`src/rtl/datapath_pipe.sv`:
```
// datapath_pipe: pipelined processor datapath. It holds a register bank, an
// operand/constant mux with writeback bypass, a registered execute stage, an
// ALU, an unsigned comparator and a multi-cycle shift-add multiplier. The
// multiplier writes its double-width product into two registers.
//
// Ports:
//   clk, rst            clock; asynchronous active-high reset
//   in_valid/in_ready   instruction handshake (accept = in_valid && in_ready)
//   in_data, cte        LOAD value and constant operand
//   sel_mux_cte         bit0: A=cte, bit1: B=cte
//   sba, sbb, srd       operand read selects and destination register
//   sula, le            operation code and bank write enable
//   out_valid           one-cycle pulse per completed operation
//   out_data, out_cmp   registered low result and compare {gt,ge,eq,le,lt}
//   out_zero, out_carry registered flags of the last completed operation
//   dbg_sel, dbg_data   combinational bank read port for test
module datapath_pipe #(
  parameter int WIDTH = 8,
  parameter int NREG  = 16,
  parameter int SELW  = $clog2(NREG)
) (
  input  logic             clk,
  input  logic             rst,
  input  logic             in_valid,
  output logic             in_ready,
  input  logic [WIDTH-1:0] in_data,
  input  logic [WIDTH-1:0] cte,
  input  logic [1:0]       sel_mux_cte,
  input  logic [SELW-1:0]  sba,
  input  logic [SELW-1:0]  sbb,
  input  logic [SELW-1:0]  srd,
  input  logic [3:0]       sula,
  input  logic             le,
  output logic             out_valid,
  output logic [WIDTH-1:0] out_data,
  output logic [4:0]       out_cmp,
  output logic             out_zero,
  output logic             out_carry,
  input  logic [SELW-1:0]  dbg_sel,
  output logic [WIDTH-1:0] dbg_data
);

  localparam int            CW       = $clog2(WIDTH);
  localparam logic [CW-1:0] CNT_LAST = CW'(WIDTH - 1);
  localparam logic [3:0]    OP_MUL   = 4'd8;

  typedef enum logic [1:0] {IDLE, EXEC, MUL} state_t;
  state_t state, state_n;

  logic [WIDTH-1:0]   bank [NREG];
  logic [WIDTH-1:0]   a_p1, b_p1, din_p1;
  logic [3:0]         op_p1;
  logic [SELW-1:0]    rd_p1;
  logic               le_p1;
  logic [2*WIDTH-1:0] acc_p1, mc_p1;
  logic [WIDTH-1:0]   mp_p1;
  logic [CW-1:0]      cnt_p1;

  // {carry, result} of a single-cycle operation
  function automatic logic [WIDTH:0] alu(input logic [3:0] op,
                                         input logic [WIDTH-1:0] a,
                                         input logic [WIDTH-1:0] b,
                                         input logic [WIDTH-1:0] din);
    logic [WIDTH:0] r;
    r = '0;
    case (op)
      4'd0:    r = {1'b0, a} + {1'b0, b};
      4'd1:    r = {(a < b), a - b};
      4'd2:    r = {1'b0, a & b};
      4'd3:    r = {1'b0, a | b};
      4'd4:    r = {1'b0, a ^ b};
      4'd5:    r = {1'b0, ~a};
      4'd6:    r = {a[WIDTH-1], a[WIDTH-2:0], 1'b0};
      4'd7:    r = {a[0], 1'b0, a[WIDTH-1:1]};
      4'd9:    r = {1'b0, a};
      4'd10:   r = {1'b0, din};
      default: r = '0;
    endcase
    return r;
  endfunction

  // NOP codes and MUL (which has its own writeback path) never use this port
  function automatic logic writes_bank(input logic [3:0] op);
    return (op <= 4'd10) && (op != OP_MUL);
  endfunction

  function automatic logic [4:0] cmp5(input logic [WIDTH-1:0] a,
                                      input logic [WIDTH-1:0] b);
    return {(a > b), (a >= b), (a == b), (a <= b), (a < b)};
  endfunction

  logic [WIDTH:0]     alu_out;
  logic [WIDTH-1:0]   res;
  logic               exec_done, exec_wr, mul_last, accept;
  logic [2*WIDTH-1:0] prod_n;
  logic [SELW-1:0]    rd_hi;
  logic [WIDTH-1:0]   opa_bank, opb_bank, opa, opb;

  assign in_ready  = (state != MUL);
  assign accept    = in_valid && in_ready;
  assign alu_out   = alu(op_p1, a_p1, b_p1, din_p1);
  assign res       = alu_out[WIDTH-1:0];
  assign exec_done = (state == EXEC);
  assign exec_wr   = exec_done && le_p1 && writes_bank(op_p1);
  assign mul_last  = (state == MUL) && (cnt_p1 == CNT_LAST);
  assign prod_n    = acc_p1 + (mp_p1[0] ? mc_p1 : '0);
  assign rd_hi     = rd_p1 + SELW'(1);
  assign dbg_data  = bank[dbg_sel];

  // The op retiring on this edge has not reached the bank yet, so forward it
  assign opa_bank = (exec_wr && (rd_p1 == sba)) ? res : bank[sba];
  assign opb_bank = (exec_wr && (rd_p1 == sbb)) ? res : bank[sbb];
  assign opa      = sel_mux_cte[0] ? cte : opa_bank;
  assign opb      = sel_mux_cte[1] ? cte : opb_bank;

  always_comb begin
    state_n = state;
    case (state)
      IDLE, EXEC: begin
        if (accept) state_n = (sula == OP_MUL) ? MUL : EXEC;
        else        state_n = IDLE;
      end
      MUL:     if (cnt_p1 == CNT_LAST) state_n = IDLE;
      default: state_n = IDLE;
    endcase
  end

  always_ff @(posedge clk or posedge rst) begin
    if (rst) state <= IDLE;
    else     state <= state_n;
  end

  // Execute stage (p1): captured operands plus multiplier iteration state
  always_ff @(posedge clk or posedge rst) begin
    if (rst) begin
      a_p1   <= '0;
      b_p1   <= '0;
      din_p1 <= '0;
      op_p1  <= '0;
      rd_p1  <= '0;
      le_p1  <= 1'b0;
      acc_p1 <= '0;
      mc_p1  <= '0;
      mp_p1  <= '0;
      cnt_p1 <= '0;
    end else if (accept) begin
      a_p1   <= opa;
      b_p1   <= opb;
      din_p1 <= in_data;
      op_p1  <= sula;
      rd_p1  <= srd;
      le_p1  <= le;
      acc_p1 <= '0;
      mc_p1  <= {{WIDTH{1'b0}}, opa};
      mp_p1  <= opb;
      cnt_p1 <= '0;
    end else if (state == MUL) begin
      acc_p1 <= prod_n;
      mc_p1  <= {mc_p1[2*WIDTH-2:0], 1'b0};
      mp_p1  <= {1'b0, mp_p1[WIDTH-1:1]};
      cnt_p1 <= cnt_p1 + CW'(1);
    end
  end

  // Writeback stage (p2): bank update and registered outputs
  always_ff @(posedge clk or posedge rst) begin
    if (rst) begin
      for (int i = 0; i < NREG; i++) bank[i] <= '0;
      out_valid <= 1'b0;
      out_data  <= '0;
      out_cmp   <= '0;
      out_zero  <= 1'b0;
      out_carry <= 1'b0;
    end else begin
      out_valid <= 1'b0;
      if (exec_done) begin
        out_valid <= 1'b1;
        out_data  <= res;
        out_zero  <= (res == '0);
        out_carry <= alu_out[WIDTH];
        out_cmp   <= cmp5(a_p1, b_p1);
        if (exec_wr) bank[rd_p1] <= res;
      end else if (mul_last) begin
        out_valid <= 1'b1;
        out_data  <= prod_n[WIDTH-1:0];
        out_zero  <= (prod_n == '0);
        out_carry <= (prod_n[2*WIDTH-1:WIDTH] != '0);
        out_cmp   <= cmp5(a_p1, b_p1);
        if (le_p1) begin
          bank[rd_p1] <= prod_n[WIDTH-1:0];
          bank[rd_hi] <= prod_n[2*WIDTH-1:WIDTH];
        end
      end
    end
  end

endmodule

```
`config.mk`:
```
export PLATFORM = sky130hd
export DESIGN_NAME = datapath_pipe
export DESIGN_NICKNAME = d
export VERILOG_FILES = /design/src/rtl/datapath_pipe.sv
export SDC_FILE = /design/constraint.sdc
export NUM_CORES = 1
export LEC_CHECK = 0
export CORE_ASPECT_RATIO = 1.1
export CORE_UTILIZATION = 50
export CTS_CLUSTER_SIZE = 20
export DETAILED_ROUTE_END_ITERATION = 8
export MAX_ROUTING_LAYER = met4
export PLACE_DENSITY = 0.68
export SETUP_SLACK_MARGIN = 0.3
export SYNTH_ARGS = -nofsm -noshare
export SYNTH_HDL_FRONTEND = slang
export SYNTH_SLANG_ARGS = --single-unit
```
`constraint.sdc`:
```
create_clock -name clk -period 20.1 [get_ports clk]
set_clock_uncertainty 0.1 [all_clocks]
set_input_delay 3.015 -clock clk [delete_from_list [all_inputs] [get_ports clk]]
set_output_delay 3.015 -clock clk [all_outputs]
set_load 0.05 [all_outputs]
```
* Yosys cells after proc, flatten, opt, wreduce, memory -nomap -nowiden
Cells that the tools add are included.
** Word-level totals
- Word-level logic and storage cells :: 145
- Register bits after elaboration :: 222
- Output and inout bits :: 25
- Input port bits :: 42
** Operators by class
- Bitwise logic cells :: 9
- Equal/unequal tests :: 20
- Muxes and demuxes :: 48
- Reductions and logical operators :: 19
- $add $sub $neg :: 5
- $lt $le $gt $ge :: 12
** Operator list (count)
- two-way mux 128 bit :: 4
- bitwise mux 128 bit :: 3
- two-way mux 8 bit :: 16
- binary-select mux 8 bit (select 4 bit) :: 3
- one-hot mux 9 bit (10 select lines) :: 1
- two-way mux 16 bit :: 5
- demux 8 bit (select 4 bit) :: 2
- >= comparator 5 bit, second input constant :: 5
- NOT 4 -> 5 bit :: 5
- adder 16 bit :: 1
- equality test 4 x 3 -> 1 bit, second input constant :: 4
- zero test 16 bit :: 1
- equality test 4 bit, second input constant :: 3
- < comparator 5 x 1 -> 1 bit, second input constant :: 2
- two-way mux 5 bit :: 2
- adder 8 x 8 -> 9 bit :: 1
- logical AND 1 bit :: 9
- AND 8 bit :: 1
- equality test 4 x 2 -> 1 bit, second input constant :: 2
- equality test 4 bit :: 2
- equality test 8 bit :: 1
- >= comparator 8 bit :: 1
- greater-than comparator 8 bit :: 1
- less-or-equal comparator 8 bit :: 1
- 26 further kinds :: 37

* Logic depth before layout (Yosys ltp)
Gate-level depths: netlist (run 1).
- Depth in word-level cells :: 10
- Gate-level depth with buffers :: 13
- Mapped depth without buffers :: 12

* Worst setup path before layout (run 1)
No wires, ideal clock.
- Path kind :: input to output
- Start :: input dbg_sel[0]
- End :: output dbg_data[0]
- Stages :: 4
- Data arrival time :: 4.963 ns
- Setup slack :: 12.022 ns
- Path buffers :: 2
- Required time :: 16.985 ns
- Cells stage by stage :: clkbuf_1 > buf_1 > mux4_2 > mux4_2
** Between the ends
- Word-level cells in the longest chain between the ends :: 4
** Ends and longest elaborated chain
- start: declaration :: RTL line 39 : input logic [SELW-1:0] dbg_sel,
- NOT 4 -> 5 bit (implied by the code) :: RTL line 108 : assign dbg_data = bank[dbg_sel];
- binary-select mux 8 bit (select 4 bit) :: RTL line 108
- two-way mux 8 bit (implied by the code) (2 in series) :: RTL line 108
- end: declaration :: RTL line 40 : output logic [WIDTH-1:0] dbg_data
No other way between the ends. The select of a mux whose other input is x is not followed.

* Worst setup path in the final report (run 1)
- Start :: input dbg_sel[1]
- End :: output dbg_data[1]
The elaborated chain is that of the path after synthesis.

==> results of run 1 <==
state kept, by name, indices dropped and copies added (netlist names), 3 cells and up:
signal    cells
bank        128
acc_p1       16
mc_p1        16
a_p1          8
b_p1          8
din_p1        8
mp_p1         8
out_data      8
out_cmp       5
op_p1         4
rd_p1         4
cnt_p1        3
worst paths after layout:
check	startpoint	to	slack [ns]	depth (start not counted)
worst max-delay path	dbg_sel[1]	dbg_data[1]	11.45	5
worst min-delay path	mp_p1[3]	mp_p1[2]	0.37	2
worst max register to register	op_p1[2]	bank[8]	16.22	7
worst min register to register	mp_p1[3]	mp_p1[2]	0.37	2
max in group asynchronous	rst	din_p1[3]	15.64	3
min in group asynchronous	rst	bank[11]	2.85	2
area by class of cell:
| type | instances | share of cell area |
|---|---|---|
| Multi-Input combinational cell | 1175 | 0.5352 |
| Sequential cell | 222 | 0.3256 |
| Clock inverter | 6 | 0.004913 |
| Timing Repair Buffer | 88 | 0.04751 |
| Inverter | 42 | 0.009679 |
| Tap cell | 408 | 0.02992 |
| Clock buffer | 37 | 0.04707 |
| Antenna cell | 1 | 0.0001466 |
per-stage QoR:
stage               hold WS, ns  instances   power, W  instance area, µm²
CTS                      0.3713       1978   0.001474               17060
finish                   0.3668       1979   0.001476               17060
global placement         0.3631       1935  0.0009711               16170
global route             0.3971       1979   0.001538               17060
detailed placement       0.3639       1935  0.0009789               16170
floorplan                0.3401       1555  0.0008519               15330
worst register-to-register path, stage by stage (launching register included):
cell and delay [ns]:
dfrtp_1 0.97, nor2b_1 0.38, a221oi_1 0.34, a31oi_1 0.07, o31ai_1 0.81, o21ai_0 0.21
nand2_1 0.56, o221ai_1 0.25
logic make-up (layout without fill, tap and decap cells):
group,after synthesis,count (layout),share of synthesized area
XOR/XNOR,25,25,0.01429
AND/OR/NAND/NOR,508,508,0.1441
multiplexers,141,141,0.1909
buffers and inverters,158,173,0.04302
other,0,1,0
AO/OA/AOI/OAI,457,457,0.2079
adder cells (fa/ha/maj),44,44,0.03739
flip-flops,222,222,0.3625
power groups by stage:
stage	registers, W	logic [W]	clock network (W)
2_1_floorplan	0.000576	0.000276	0
3_3_place_gp	0.000585	0.000386	0
3_5_place_dp	0.000585	0.000394	0
4_1_cts	0.000579	0.000395	0.000500
5_1_grt	0.000590	0.000429	0.000519
6_report	0.000583	0.000399	0.000495
routing by layer:
metal  global-route usage  part of all wire  wire length [µm]
met1               0.4231              0.40             19330
met2               0.5119              0.48             23060
met3              0.04423             0.079              3838
met4               0.1385             0.043              2069
met5                    -                 0                 0
layout by cell type (no fill, tap or decap), drive strengths merged, types with 7 or more instances in the layout:
master,n
buf,25
o221ai,52
and2,16
xnor2,9
nor2,69
a21oi,31
nor3b,8
mux4,120
and3,10
ha,41
clkbuf,37
a21o,10
o21a,8
xor2,16
mux2i,11
nand3,19
o311ai,8
nor2b,15
nand2b,18
mux2,10
nor4,9
dfrtp,222
inv,40
clkdlybuf4s50,63
a32oi,7
nand2,315
o22ai,8
a22oi,87
nor3,13
o21ai,174
o211ai,16
==> metrics.md, run 1 <==
| Metric | Value |
|---|---|
| Outcome | `finished clean` |
| Post-synth top area share | `0.3625` |
| Routed len/inst | `24.40 µm` |
| Pin count of the biggest net entering global routing | `81` |
| First-pass iteration count of the detailed router | `8` |
| Post-detail-place hpwl | `between 30 and 40 mm` |
| Initial Util | `0.5127` |
| Total Routed Length | `between 40 and 50 mm` |
| Hold WC Path Type | `flop to flop` |
| Cells after Synth | `1555` |
| Net switching power | `roughly 0.00050 W` |
| Max cap viols | `0` |
| Post-layout min period | `~8.6 ns` |
| CP max stage delay | `approximately 0.73 ns` |
| Final hold vios | `0` |
| Top delay family on crit path | `buffers and inverters` |
| Clock Tree Buf Depth | `3` |
| DRC viols | `0` |
| DIE HEIGHT | `approximately 190 µm` |
| Placer Congestion | `0.9514` |
| Switching share of power | `0.3372` |
| Synthesized net count | `1641` |
| Post-DRT Antenna Nets | `0` |
| Vias per cell | `between 6 and 7` |
| Count of flip-flops with a built-in enable after synthesis | `0` |
| Leading post-synthesis cells by cell area | `dfrtp_1 36%, mux4_2 18%, nand2_1 7.7%, o21ai_0 4.9%, a22oi_1 4.3%` |
| Slew headroom | `0.1763` |
| Critical path type | `primary input to output pin` |
| Fin crit share | `0.4303` |
| Netlist Area Pre-Place | `roughly 15000 µm²` |
| Synthesized area per cell | `roughly 10 µm²` |
| Overflow after GRT | `0` |
| CP bufs+invs | `3` |
| Yosys warnings | `0` |
| Final setup viols | `0` |
| Net count, final | `1642` |
| Max Transition Viols Final | `0` |
| Synth cell types | `75` |
| CTS root buf | `clkbuf_16` |
| Row count | `66` |
| # IOs | `67` |
| Buffers on Ports | `66` |
| Total CTS buffers | `27` |
| First-pass GRT wire length | `between 70 and 80 mm` |
| CP max FO | `32` |
| Post-layout util | `0.5708` |
| Most frequent cells after synthesis | `314 x nand2_1, 222 x dfrtp_1, 149 x o21ai_0, 120 x mux4_2, 87 x a22oi_1` |
| Area of the core | `29890 µm²` |
| Clk network pwr share | `0.335` |
| Crit. End Element | `output pin` |
| Area of the multi-input gates | `about 9000 µm²` |
| Reg clk slew, reported paths | `about 0.06 ns` |
| Critical path launch point type | `primary input` |
| Clock Sinks | `around 220` |
| Antenna violations before repair | `1` |
| Sequential Power Share | `0.395` |
| CTS tree | `yes` |
| Cell accounting for the most synthesized area | `dfrtp_1` |
| Critical Path AT | `about 5.5 ns` |
| # H-tree levels | `1` |
| Maximum clock frequency | `around 0.12 GHz` |
| Cells along the critical path | `clkdlybuf4s50_1 -> buf_4 -> mux4_2 -> mux4_2 -> clkdlybuf4s50_1` |
| Setup TNS | `0 ns` |
| Worst-margin pin slew | `approximately 1.2 ns` |
| Top-count cell post-synth | `nand2_1` |
| Post-cts resize count | `0` |
| Seq/Total Area, Yosys | `0.3625` |
| Post-place setup slack | `roughly 11 ns` |
| Int Power | `approximately 0.00098 W` |
| Vias | `between 10000 and 15000` |
| Gate power share | `0.270` |
| Share of layout cells above drive strength 1 | `0.1446` |
| Die width | `approximately 170 µm` |
| Register area | `5555 µm²` |
| Pwr/cell area | `slightly below 90 nW/µm²` |
| Fillers | `about 2600` |
| Asr flop ratio synth | `1.000` |
| Setup ws final | `about 11 ns` |
| Leak | `between 6 and 7 nW` |
| Area growth syn-to-layout | `11.34%` |
| DR iter-0 viols | `1518` |
| WP data required | `between 15 and 20 ns` |
| Die Area | `31360 µm²` |
| GRT Util Overall | `0.3247` |
| Post-CTS Hold Buffers | `0` |
| RSZ-0062 raised after global routing | `false` |
| Predominant post-synthesis flop cell | `dfrtp_1` |
| Peak supply drop | `0.06305 mV` |
| Clk Latency, worst-skew pair | `roughly 0.55 ns` |
| CP max-delay cell | `clkdlybuf4s50_1` |
| Flops & latches, synth | `about 220` |
| Vias in the first global route | `between 10000 and 15000` |
| Post-CTS Setup Bufs | `0` |
Power figures use the tool's default switching activity.
==> run 2, diff against run 1 <==
PLACE_DENSITY = 0.7   (was 0.68)
clock period = 7.9 ns   (was 20.1 ns; I/O delays follow)
==> metrics.md, run 2 (synthesized netlist as in run 1, its figures left out) <==
| Metric | Value |
|---|---|
| Area growth syn-to-layout | `10.59%` |
| Post-CTS Hold Buffers | `0` |
| Antenna violations before repair | `2` |
| Top reg by flops | `bank` |
| Die Area | `around 31000 µm²` |
| Net count, final | `1640` |
| Crit. End Element | `output pin` |
| Setup ws final | `between 2 and 3 ns` |
| Row count | `66` |
| Vias | `13400` |
| Area of the multi-input gates | `between 9000 and 10000 µm²` |
| GRT Util Overall | `0.3215` |
| CTS root buf | `clkbuf_16` |
| CP max stage delay | `~0.73 ns` |
| CP max FO | `32` |
| Min-delay src | `din_p1[3]` |
| Clk Latency, worst-skew pair | `roughly 0.54 ns` |
| Worst r2r src | `op_p1[2]` |
| Total Routed Length | `about 48 mm` |
| Final setup viols | `0` |
| DRC viols | `0` |
| Clock Tree Buf Depth | `3` |
| Post-detail-place hpwl | `34.58 mm` |
| # H-tree levels | `1` |
| Initial Util | `0.5127` |
| Slew headroom | `0.1627` |
| Vias in the first global route | `around 13000` |
| Fillers | `2659` |
| Setup crit start | `dbg_sel[1]` |
| Vias per cell | `6.774` |
| Post-CTS Setup Bufs | `0` |
| Peak supply drop | `around 0.17 mV` |
| Pwr/cell area | `approximately 210 nW/µm²` |
| Post-cts resize count | `0` |
| Share of layout cells above drive strength 1 | `0.1397` |
| Pin count of the biggest net entering global routing | `between 80 and 90` |
| Buffers on Ports | `66` |
| Reg2reg setup slack | `~4.0 ns` |
| Register area | `roughly 5600 µm²` |
| Regs by FF count | `bank (128), acc_p1 (16), mc_p1 (16)` |
| Post-layout min period | `4.980 ns` |
| Die width | `about 170 µm` |
| Overflow after GRT | `0` |
| Total CTS buffers | `25` |
| Cells along the critical path | `clkdlybuf4s50_1 -> buf_4 -> mux4_2 -> mux4_2 -> clkdlybuf4s50_1` |
| Final hold vios | `0` |
| Fin crit share | `0.6303` |
| Setup TNS | `0 ns` |
| Area of the core | `approximately 30000 µm²` |
| Hold WC Path Type | `flop to flop` |
| WP data required | `6.61 ns` |
| RSZ-0062 raised after global routing | `false` |
| DR iter-0 viols | `1623` |
| Post-DRT Antenna Nets | `0` |
| Post-place setup slack | `slightly below 3 ns` |
| Most common cell after layout, fill and taps aside | `nand2_1` |
| Max cap viols | `0` |
| Critical path type | `primary input to output pin` |
| Leading cell types in the layout, fill and taps excluded | `313 x nand2_1, 222 x dfrtp_1, 149 x o21ai_0` |
| Outcome | `finished clean` |
| CP max-delay cell | `clkdlybuf4s50_1` |
| Reg clk slew, reported paths | `0.06 ns` |
| Placer Congestion | `0.9647` |
| Leak | `6.807 nW` |
| Dpl cell area | `about 16000 µm²` |
| # IOs | `67` |
| Power, Total | `between 0.003 and 0.004 W` |
| CTS tree | `yes` |
| Max FFs per register | `128` |
| Worst-margin pin slew | `about 1.2 ns` |
| First-pass GRT wire length | `between 70 and 80 mm` |
| Clock Sinks | `about 220` |
| DIE HEIGHT | `about 190 µm` |
| First-pass iteration count of the detailed router | `9` |
| Maximum clock frequency | `0.2008 GHz` |
| Critical Path AT | `about 3.7 ns` |
| Max Transition Viols Final | `0` |
| Post-route cell area | `16950 µm²` |
| Critical path launch point type | `primary input` |
| Routed len/inst | `roughly 24 µm` |
run 2: cell types whose count changed in the layout (fill, tap and decap cells not counted), sizes merged:
cell    change
bufinv      -1
clkinv      -1
diode       +1
run 2: area by class of cell:
class | count | area share
sequential | 222 | 0.3278
multi-input combinational | 1175 | 0.5385
clock inverter | 4 | 0.002658
timing repair buffer | 88 | 0.04784
inverter | 42 | 0.009745
antenna | 2 | 0.0002953
tap | 408 | 0.03012
clock buffer | 37 | 0.04311
run 2: per-stage QoR:
stage / util / std cells / hold slack [ns]
4_1_cts: 0.5668 / 1976 / 0.3779
3_3_place_gp: 0.5409 / 1935 / 0.3628
2_1_floorplan: - / 1555 / 0.3401
6_report: 0.5670 / 1978 / 0.3750
3_5_place_dp: 0.5409 / 1935 / 0.3620
5_1_grt: 0.5670 / 1978 / 0.4057
run 2: path summary, 6_finish.rpt:
check,end,depth (start not counted)
max in group asynchronous,a_p1[1],3
min,din_p1[3],2
max reg2reg,bank[48],7
min in group asynchronous,bank[11],2
max,dbg_data[5],5
min reg2reg,din_p1[3],2
run 2: report_power, final:
| group | switching (W) | internal [W] | leakage (nW) | total (W) |
|---|---|---|---|---|
| Combinational | 0.000577 | 0.000436 | 3.45 | 0.00101 |
| Clock | 0.000473 | 0.000664 | 0.384 | 0.00114 |
| Sequential | 0.000196 | 0.00129 | 2.97 | 0.00149 |
| Total | 0.00125 | 0.00239 | 6.81 | 0.00364 |
run 2: worst max-delay path: cells and delay by family:
kind                   cells  cell delay [ns]
multiplexers               2             0.91
buffers and inverters      3             1.58
run 2: metal layers:
metal	routed length [µm]	GRT usage	vias to the layer above
met5	0	-	-
met4	2223	0.1418	0
met3	4290	0.04295	179
met2	23060	0.5117	822
met1	18320	0.4137	6554
li1	-	-	5844
==> run 3, diff against run 2 <==
clock period = 4.43 ns   (was 7.9 ns; I/O delays follow)
==> metrics.md, run 3 (synthesized netlist as in run 1, its figures left out) <==
| Metric | Value |
|---|---|
| Outcome | `finished clean` |
| Register area | `5555 µm²` |
| Fin crit share | `0.8504` |
| Critical path launch point type | `flop` |
| Post-CTS Hold Buffers | `0` |
| # H-tree levels | `1` |
| Max Transition Viols Final | `0` |
| Critical Path AT | `4.05 ns` |
| Crit. End Element | `flop` |
| Clk Latency, worst-skew pair | `between 0.5 and 0.6 ns` |
| Area of the core | `roughly 30000 µm²` |
| Dpl cell area | `approximately 16000 µm²` |
| Leading cell types in the layout, fill and taps excluded | `313 x nand2_1, 222 x dfrtp_1, 149 x o21ai_0` |
| Area of the multi-input gates | `between 9000 and 10000 µm²` |
| Row count | `66` |
| Clock Sinks | `around 220` |
| CP max FO | `16` |
| Post-CTS Setup Bufs | `0` |
| Routed len/inst | `approximately 24 µm` |
| Die Area | `31360 µm²` |
| Reg clk slew, reported paths | `approximately 0.06 ns` |
| DIE HEIGHT | `about 190 µm` |
| Die width | `around 170 µm` |
| Clock Tree Buf Depth | `3` |
| Regs by FF count | `bank (128), acc_p1 (16), mc_p1 (16)` |
| Worst-margin pin slew | `roughly 1.1 ns` |
| # IOs | `67` |
| Post-cts resize count | `0` |
| Antenna violations before repair | `0` |
| Pin count of the biggest net entering global routing | `a little over 80` |
| Maximum clock frequency | `about 0.27 GHz` |
| Slew headroom | `0.2786` |
| Fillers | `2607` |
| DRC viols | `0` |
| Buffers on Ports | `66` |
| CTS root buf | `clkbuf_16` |
| First-pass iteration count of the detailed router | `6` |
| Share of layout cells above drive strength 1 | `0.1643` |
| Net count, final | `1666` |
| Initial Util | `0.5127` |
| Area growth syn-to-layout | `13.18%` |
| Setup TNS | `0 ns` |
| Final hold vios | `0` |
| Max cap viols | `0` |
| Leak | `7.033 nW` |
| WP data required | `4.71 ns` |
| First-pass GRT wire length | `about 77 mm` |
| DR iter-0 viols | `around 1400` |
| Final setup viols | `0` |
| Post-detail-place hpwl | `about 36 mm` |
| Top reg by flops | `bank` |
| Post-DRT Antenna Nets | `0` |
| Peak supply drop | `~0.31 mV` |
| Reg2reg setup slack | `0.66 ns` |
| RSZ-0062 raised after global routing | `false` |
| Vias per cell | `6.721` |
| CTS tree | `yes` |
| GRT Util Overall | `0.3306` |
| Vias | `13500` |
| Overflow after GRT | `0` |
| Total Routed Length | `between 40 and 50 mm` |
| Pwr/cell area | `~400 nW/µm²` |
| Total CTS buffers | `27` |
| Vias in the first global route | `roughly 13000` |
| Post-route cell area | `between 15000 and 20000 µm²` |
| Max FFs per register | `about 130` |
| Most common cell after layout, fill and taps aside | `nand2_1` |
| # diodes | `0` |
| Placer Congestion | `~0.94` |
| Worst Hold Slack | `between 0.3 and 0.4 ns` |
| Post-layout min period | `roughly 3.8 ns` |
| Hold WC Path Type | `flop to flop` |
| Critical path type | `flop to flop` |
## run 3: cell types whose count changed in the layout (fill, tap and decap cells not counted), moves of 3 or more
cell             delta
clkbuf_1            -3
bufinv_16           +3
clkdlybuf4s50_1     -8
buf_12              +6
buf_4              +26
clkinvlp_4          +5
## run 3: worst paths after layout
| path | from | endpoint | depth (start not counted) |
|---|---|---|---|
| hold reg to reg | din_p1[3] | din_p1[3] | 2 |
| setup reg to reg | a_p1[3] | bank[5] | 9 |
| max in group asynchronous | rst | mp_p1[2] | 3 |
| setup / recovery | a_p1[3] | bank[5] | 9 |
| min in group asynchronous | rst | bank[3] | 2 |
| hold / removal | din_p1[3] | din_p1[3] | 2 |
## run 3: per-stage QoR
stage	util	power (W)	instances	setup slack, ns
after floorplan	-	0.003866	1555	0.7694
after global placement	0.5486	0.004419	1959	0.8884
after detailed placement	0.5486	0.004474	1959	0.7816
after CTS	0.5803	0.006843	2009	0.7425
after global routing	0.5803	0.007137	2009	0.5634
final	0.5803	0.006859	2009	0.6629
## run 3: layout make-up
| cell class | count | area share |
|---|---|---|
| Clock buffer | 34 | 0.04277 |
| Sequential cell | 222 | 0.3203 |
| Timing Repair Buffer | 112 | 0.06030 |
| Inverter | 42 | 0.009305 |
| Tap cell | 408 | 0.02943 |
| Clock inverter | 16 | 0.01183 |
| Multi-Input combinational cell | 1175 | 0.5261 |
## run 3: power by group
group          switching (W)  leakage, nW  total, W  internal (W)
Combinational        0.00106         3.60   0.00186      0.000800
Sequential          0.000324         2.97   0.00262       0.00230
Clock               0.000948        0.455   0.00237       0.00142
Total                0.00233         7.03   0.00686       0.00453
## run 3: per-layer routing
layer | vias up | GRT usage | wire length [µm]
met4 | 0 | 0.1509 | 2381
met5 | - | - | 0
li1 | 5910 | - | -
met2 | 725 | 0.5349 | 23780
met3 | 201 | 0.05124 | 4055
met1 | 6666 | 0.4115 | 18900
## run 3: worst max-delay path, stage by stage (launching register included)
cell	delay [ns]
dfrtp_1	0.46
inv_1	0.12
ha_1	0.44
and3_1	0.24
a2111o_1	0.47
a221o_1	0.34
a21oi_1	0.37
nor2_1	0.13
o21ai_2	0.66
o221ai_1	0.27
